`src/rtl/out_fifo4.sv`:
```
`default_nettype none
// ============================================================================
// Module      : out_fifo4
// Description : FWFT byte FIFO behind the byte-select stage, with a sticky
//               overflow flag for bytes offered while full.
// Revision    : 1.0 - initial release
// ============================================================================
module out_fifo4 #(
    parameter int DEPTH = 4,
    parameter int CW    = $clog2(DEPTH) + 1
) (
    input  logic          clk,
    input  logic          reset,
    input  logic          flush,
    input  logic          in_valid,
    input  logic [7:0]    in_data,
    output logic          in_ready,
    output logic          out_valid,
    output logic [7:0]    out_data,
    input  logic          out_ready,
    output logic [CW-1:0] count,
    output logic          drop_err
);

    localparam int AW = $clog2(DEPTH);
    localparam logic [CW-1:0] C_FULL = CW'(DEPTH);

    logic [7:0]    r_mem [DEPTH];
    logic [AW-1:0] r_wp;
    logic [AW-1:0] r_rp;
    logic [CW-1:0] r_count;
    logic          r_in_ready;
    logic          r_out_valid;
    logic          r_drop_err;

    logic          w_push;
    logic          w_pop;
    logic [CW-1:0] w_count_nxt;

    always_comb begin
        w_push      = in_valid && r_in_ready;
        w_pop       = r_out_valid && out_ready;
        w_count_nxt = r_count;
        if (w_push && !w_pop) begin
            w_count_nxt = r_count + CW'(1);
        end else if (w_pop && !w_push) begin
            w_count_nxt = r_count - CW'(1);
        end
    end

    // Flags are registered from the next count so every status output comes
    // straight off a flop, with no path from out_ready to in_ready.
    always_ff @(posedge clk) begin
        if (reset) begin
            r_wp        <= '0;
            r_rp        <= '0;
            r_count     <= '0;
            r_in_ready  <= 1'b1;
            r_out_valid <= 1'b0;
        end else if (flush) begin
            r_wp        <= '0;
            r_rp        <= '0;
            r_count     <= '0;
            r_in_ready  <= 1'b1;
            r_out_valid <= 1'b0;
        end else begin
            if (w_push) begin
                r_wp <= r_wp + AW'(1);
            end
            if (w_pop) begin
                r_rp <= r_rp + AW'(1);
            end
            r_count     <= w_count_nxt;
            r_in_ready  <= (w_count_nxt != C_FULL);
            r_out_valid <= (w_count_nxt != '0);
        end
    end

    // Overflow flag survives flush; only reset clears it.
    always_ff @(posedge clk) begin
        if (reset) begin
            r_drop_err <= 1'b0;
        end else if (in_valid && !r_in_ready) begin
            r_drop_err <= 1'b1;
        end
    end

    always_ff @(posedge clk) begin
        if (!reset && !flush && w_push) begin
            r_mem[r_wp] <= in_data;
        end
    end

    assign in_ready  = r_in_ready;
    assign out_valid = r_out_valid;
    assign out_data  = r_mem[r_rp];
    assign count     = r_count;
    assign drop_err  = r_drop_err;

endmodule
`default_nettype wire

```
`config.mk`:
```
export PLATFORM = sky130hd
export DESIGN_NAME = out_fifo4
export DESIGN_NICKNAME = d
export VERILOG_FILES = /design/src/rtl/out_fifo4.sv
export SDC_FILE = /design/constraint.sdc
export NUM_CORES = 1
export LEC_CHECK = 0
export CORE_MARGIN = 2
export CORE_UTILIZATION = 25
export DETAILED_ROUTE_END_ITERATION = 6
export MAX_ROUTING_LAYER = met4
export PLACE_DENSITY = 0.57
export SETUP_SLACK_MARGIN = 0.05
export SYNTH_ARGS = -nofsm -noshare
export SYNTH_HDL_FRONTEND = slang
export SYNTH_SLANG_ARGS = --single-unit
```
`constraint.sdc`:
```
create_clock -name clk -period 1.3 [get_ports clk]
set_input_delay 0.26 -clock clk [delete_from_list [all_inputs] [get_ports clk]]
set_output_delay 0.26 -clock clk [all_outputs]
set_load 0.1 [all_outputs]
```
# After elaboration in Yosys (flattened, before gate mapping)

Memory sizes are Yosys's and may differ from the RTL's. A register that Yosys moved wholly into a read port is not among the register bits.
Index checks and enable logic that the tools add are counted.

Flip-flop bits (word level): 10
Bits in latches: 0
Memory bits (writable): 32
ROM bits: 0
Output and inout port bits: 14
Memories: 1

Add/sub/neg operators: 4
$mul: 0
Divide/modulo/power cells: 0
Magnitude comparators: 0
Equality and inequality tests: 1
Shift operators: 0
Multiplexer cells: 6
Bitwise operators: 0
Reductions and logical operators: 14

Memories:

| memory | words | bits a word | rd ports | clocked after Yosys merged registers in | wr ports | line | source |
|---|---|---|---|---|---|---|---|
| r_mem  | 4     | 8           | 1        | 1                                       | 1        | 28   | `logic [7:0] r_mem [DEPTH];` |

Operators by type and width:

| kind                                                               | count |
|---|---|
| 1-bit logical AND                                                  | 7 |
| 3-bit two-way mux                                                  | 2 |
| 1-bit logical NOT                                                  | 5 |
| 2-bit by 1-bit adder with 2-bit output, second input constant      | 2 |
| 2-bit two-way mux                                                  | 2 |
| 3-bit by 1-bit adder with 3-bit output, second input constant      | 1 |
| 3-bit != test, second input constant                               | 1 |
| 3-bit nonzero test                                                 | 1 |
| 3-bit by 1-bit subtractor with 3-bit output, second input constant | 1 |
| 1-bit two-way mux                                                  | 2 |
| 2-bit OR reduction                                                 | 1 |

# Longest topological paths before layout

Gate-level depths: netlist of run 1.

Word-level depth: 6
Mapped depth: 6

# Worst setup path before layout of run 1

OpenSTA, ideal clock, no wires.

Path type: reg2reg
Start point: register r_count[0] (netlist: count[0])
End point: register r_in_ready (netlist: in_ready)
Arrival time: 2.022 ns
Data required time: 1.170 ns
Slack: -0.852 ns
Cell stages (with the launch flop): 7
Path buffers: 0
Clock period less this slack: 2.152 ns
Path through: dfxtp_1 > inv_1 > ha_1 > nand2_1 > nor3_2 > a221oi_2 > nand3b_1

Cells in the longest elaborated chain, start to end: 4
Elaborated cells on any way between the ends: 5
Those cells by class: add/sub (2); eq/ne (1); mux (2)

Ends and longest elaborated chain:

| item                                        | line | source |
|---|---|---|
| start: declaration                          | 31   | `logic [CW-1:0] r_count;` |
| start signal: assignment                    | 73   | `r_count <= w_count_nxt;` |
| 3-bit by 1-bit subtractor with 3-bit output | 47   | `w_count_nxt = r_count - CW'(1);` |
| 3-bit two-way mux                           | 46   | `end else if (w_pop && !w_push) begin` |
| 3-bit two-way mux *                         | 44   | `if (w_push && !w_pop) begin` |
| 3-bit != test *                             | 74   | `r_in_ready <= (w_count_nxt != C_FULL);` |
| end signal: assignment                      | 74   |  |
| end: declaration                            | 32   | `logic r_in_ready;` |

Every way passes the cells marked *; elsewhere a longest branch is shown, timed or not.
A chain may end at the register's enable or synchronous reset.

==> results.ini, run 1 <==
[floorplanning]
die-area_um2 = 7920
num_io_pins = 27
die_h_um = 89.0
fp.dieW_um = 89.0
core_um2 = 6910
start_util_pct = 26.2
rows = 30

[worst_hold_path]
holdCritPathClass = input pin to flop

[timing]
finalCriticalPeriod_ps = 1780
hold_viol = 0
fmax_ghz = 0.562
setup_viol = 8
tns_ps = -3700
worst_pin_slew_ps = 260
max_slew_margin_pct = 82.7
worst_slack_ps = -481
grt_setup_unrepaired = yes
fin_skew_ps = 7.43
finalCritPeriodShare_pct = 137
slew_viol_final = 0

[logic_synthesis]
synth.area.top_cells = edfxtp_1 (53%), dfxtp_1 (13%), mux4_2 (10%), ha_1 (4.2%), nor2_1 (1.9%)
synth_edf_count = 32
syn-cell-area_um2 = 1810
ys_seq_area_share_pct = 66.5
synth.avg_cell_area_um2 = 16.3
yosysUniqueCellTypes = 31
synth-warning-count = 0
yosys.area.top_type = edfxtp_1
synth_flop_cell = edfxtp_1
async_flop_share_pct = 0
yosysTopAreaCellShare_pct = 53.2
ys_seq_elements = 44
synthCells = 111
synth_nets = 130

[pwr]
irDropWorstVdd_uv = 414
netSwitchingFraction_pct = 24.7
pwr-share-seq_pct = 55.4
power_leakage_nw = 0.967
power_mw = 2.78
p_comb_share_pct = 16.0
p_sw_mw = 0.687
clkPwrFrac_pct = 28.6
cellPowerDensity_nw_per_um2 = 1040
intPower_mw = 2.09

[critical_path]
worstPathRequired_ps = 1040
path_cells = buf_12 -> mux4_2 -> buf_12
critPathTopFamily = multiplexers
critPathLaunchType = flop
setup.worst_path.class = flop to primary output
cpPeakStageDelay_ps = 550
critical_path_arrival_ps = 1520
crit_path_end_kind = primary output
crit_fanout = 8
slowest_stage = mux4_2
crit_top_cell = buf_12
timing.critical_path.buf_inv = 2

[global_route]
grt_pass1_vias = 1198
grt_pass1_wl_mm = 5.73
grt_overflow = 0
grt_max_degree = 14
track_usage_pct = 9.98
antenna_found_initial = 0

[route]
ant_nets = 0
drt_iter0_drc = 78
wl_mm = 3.53
dr.pass1.iters = 6
drt-vias-per-instance = 4.07
drc = 0
wl_per_cell_um = 13.7
dr_total_vias = 1046

[job]
drv_cap = 0

[clock_tree]
cts_buffer_depth = 2
root_buffer = clkbuf_8
cts.sinks = 44
cts_buffers = 5
h-tree-depth = 2
clk-insertion-delay-late_ps = 290
cts_tree = built
holdBufCountCts = 0
clk_pin_slew_ps = 80

[placed_design]
dp_hpwl_mm = 2.64
post-place-ws_ps = -344
placed_cell_area_um2 = 2530
globalplace.congestion = 0.890
io_buffers = 26

[outcome]
status = finished, violations left
failed_checks = negative setup slack

[layout]
n_antenna_cell = 0
drive_gt1_share_pct = 47.8
nNetsFinal = 180
post-route-util_pct = 38.6
layout-area-overhead-vs-synth_pct = 47.5
design_area_um2 = 2670

worst reg2reg max path: stages (launching register included):
cell	delay [ps]
dfxtp_4	360
inv_2	60
ha_4	130
a21boi_4	190
xnor2_2	120
mux2i_1	100
o21a_1	190
cell usage in the layout, fill, tap and decap left out, types with 3 or more instances in the layout:
cell             instances
clkdlybuf4s50_1          9
mux4_2                   8
a21oi_1                  3
xor2_1                   3
dfxtp_1                  6
ha_1                     5
buf_4                   16
and3_4                   4
clkbuf_8                 5
inv_1                    3
buf_6                    3
dfxtp_4                  4
buf_12                  16
nor2_1                   9
edfxtp_1                32
nand2_1                  3
flip-flops by register name (all words and copies together), names as in the netlist, named ones only:
| signal | flops |
|---|---|
| r_mem | 32 |
| out_valid | 1 |
| r_rp | 2 |
| count | 3 |
| drop_err | 1 |
| r_wp | 2 |
| in_ready | 1 |
cell usage after synthesis, types with 2 or more instances:
library cell / n
dfxtp_1: 12
mux4_2: 8
nand2_1: 3
xnor2_1: 3
ha_1: 6
nand2_2: 2
inv_1: 5
nand3_1: 2
and2_1: 2
xor2_1: 3
edfxtp_1: 32
nor2_1: 9
and3_2: 4
a21oi_1: 3
path summary, 6_finish.rpt:
path,start,to,slack [ps],depth (start not counted)
setup / recovery,flop,out_data[1],-480,3
hold / removal,reset,drop_err,190,2
hold reg to reg,r_wp[1],r_wp[1],510,2
setup reg to reg,count[1],out_valid,40,6
per-layer routing:
metal / up-vias / global-route usage, % / part of all wire (%)
li1: 504 / - / -
met1: 510 / 10.7 / 41
met2: 28 / 17.6 / 54
met3: 4 / 3.23 / 4.6
met4: 0 / 2.85 / 0.82
met5: - / - / 0
stage by stage:
stage,hold WS (ps),instances
after floorplan,332,111
after global placement,477,247
after detailed placement,502,247
after CTS,489,255
after global routing,211,257
final,188,257
area by class of cell:
cell class	count	area [µm²]
fillers	669	4240
flip-flops and latches	44	1220
inverters	5	21.3
well taps	96	120
clock inverters	2	12.5
repair buffers	47	598
multi-input cells	58	626
clock buffers	5	68.8
what timing repair did:
item / 4_1_cts / 5_1_grt
pin swaps: 4 / 5
buffers inserted: 1 / 2
gates resized for setup: 3 / 6
endpoints found under the setup margin: 45 / 46
cells by family (layout without fill, tap and decap cells):
| logic type | Yosys count | in the layout | synth area share [%] |
|---|---|---|---|
| AO/OA/AOI/OAI | 9 | 9 | 4.29 |
| flip-flops | 44 | 44 | 66.5 |
| AND/OR/NAND/NOR | 27 | 27 | 8.38 |
| buffers and inverters | 9 | 59 | 2.35 |
| XOR/XNOR | 7 | 7 | 3.81 |
| adder cells (fa/ha/maj) | 6 | 6 | 4.16 |
| multiplexers | 9 | 9 | 10.5 |
power by group through the flow:
stage | sequential [mW] | combinational, mW | clock [mW]
global route | 1.54 | 0.468 | 0.895
CTS | 1.54 | 0.432 | 0.838
floorplan | 1.61 | 0.192 | 0
global placement | 1.57 | 0.419 | 0
finish | 1.54 | 0.444 | 0.795
detailed placement | 1.57 | 0.426 | 0
No activity file was read; power rests on OpenSTA's default activity.
==> run 2, diff against run 1 <==
- DONT_BUFFER_PORTS: default -> 1
- PLACE_DENSITY: 0.57 -> 0.52
==> results.ini, run 2 (same netlist as run 1, synthesis figures left out) <==
[route]
drc = 0
wl_per_cell_um = 14.0
drt_iter0_drc = 47
drt-vias-per-instance = 4.11
wl_mm = 3.33
dr.pass1.iters = 4
dr_total_vias = 977
ant_nets = 0

[clock_tree]
cts_buffer_depth = 2
cts_buffers = 5
h-tree-depth = 2
clk_pin_slew_ps = 80
root_buffer = clkbuf_8
cts_tree = built
cts.sinks = 44
clk-insertion-delay-late_ps = 290

[floorplanning]
die_h_um = 89.0
num_io_pins = 27
die-area_um2 = 7920
fp.dieW_um = 89.0
rows = 30
core_um2 = 6910
start_util_pct = 26.2

[placed_design]
dp_hpwl_mm = 2.34
io_buffers = 0
post-place-ws_ps = -147
placedCellCount = 221
globalplace.congestion = 0.830

[layout]
most-common-layout-cells = edfxtp_1 (32), buf_4 (11), buf_12 (10)
layout-area-overhead-vs-synth_pct = 35.6
n_antenna_cell = 0
largest_reg_flops = 32
final_common_cell = edfxtp_1
largest-register = r_mem
fin_cells = 238
nNetsFinal = 160
drive_gt1_share_pct = 49.3

[outcome]
failed_checks = negative setup slack
status = finished, violations left

[timing]
hold_viol = 0
finalCriticalPeriod_ps = 1750
fin_skew_ps = 4.06
fmax_ghz = 0.570
worst_slack_ps = -453
worst_pin_slew_ps = 287
finalCritPeriodShare_pct = 135
max_slew_margin_pct = 80.9
setup_viol = 8
grt_setup_unrepaired = yes
slew_viol_final = 0

[global_route]
track_usage_pct = 9.52
antenna_found_initial = 0
grt_max_degree = 15
grt_overflow = 0
grt_pass1_wl_mm = 5.40
grt_pass1_vias = 1077

[pwr]
clkPwrFrac_pct = 30.2
intPower_mw = 2.04
power_leakage_nw = 0.845
irDropWorstVdd_uv = 457
cellPowerDensity_nw_per_um2 = 1110
pwr-share-seq_pct = 56.5
p_sw_mw = 0.684
netSwitchingFraction_pct = 25.1
p_comb_share_pct = 13.3

[critical_path]
critPathLaunchType = flop
r2r_setup_slack_ps = 40
setup.worst_path.class = flop to primary output
crit_fanout = 8
critical_path_arrival_ps = 1490
worstPathRequired_ps = 1040
r2r_cells = 6
crit_path_end_kind = primary output

[worst_hold_path]
whs_path_depth = 0
holdCritPathClass = input pin to flop

[job]
drv_cap = 0

-- run 2: power by group through the flow --
stage,clock [mW],sequential (mW),combinational [mW]
after global routing,0.940,1.54,0.381
after CTS,0.859,1.54,0.334
after detailed placement,0,1.57,0.317
final,0.821,1.54,0.363
after floorplan,0,1.61,0.192
after global placement,0,1.57,0.311
-- run 2: path summary, 6_finish.rpt --
check	from	to
max	flop	out_data[6]
min	in_data[3]	r_mem[0][3]
max reg2reg	count[0]	out_valid
min reg2reg	r_wp[1]	r_wp[1]
-- run 2: layout make-up --
cell class,instances,area [µm²]
clock inverters,3,18.8
fillers,682,4460
clock buffers,5,68.8
inverters,5,23.8
flip-flops and latches,44,1220
multi-input cells,58,651
well taps,96,120
repair buffers,27,349
-- run 2: what timing repair did --
action                     in CTS  in global routing
buffers inserted                5                  3
hold buffers                    0                  1
gates resized for setup         1                 13
hold endpoints to repair        0                  1
pin swaps                       2                  6
setup endpoints to repair      12                 16
-- run 2: worst max-delay path, stage by stage (launching register included) --
cell and delay [ps]:
dfxtp_2 340, buf_12 140, mux4_2 530, buf_12 190
-- run 2: metal layers --
metal	vias to the layer above	routed length [µm]	global-route usage, %
met5	-	0	-
met3	6	229	4.25
met4	0	44	2.44
met2	35	1670	15.7
met1	468	1380	10.5
li1	468	-	-
-- run 2: through the flow --
stage	instance area, µm²	util (%)	TNS, ps	total power, mW	hold WS (ps)
6_report	2450	35.5	-3600	2.72	61.7
5_1_grt	2450	35.5	-4140	2.86	32.0
4_1_cts	2360	34.1	-3780	2.73	18.8
3_5_place_dp	2230	32.2	-1160	1.89	336
3_3_place_gp	2230	32.2	-1120	1.88	335
2_1_floorplan	1880	-	-5350	1.81	332
==> run 3, diff against run 2 <==
- DONT_BUFFER_PORTS: 1 -> default
- PLACE_DENSITY: 0.52 -> 0.57
==> results of run 3 <==
Final layout, timing and power as in run 1 (identical DEF).
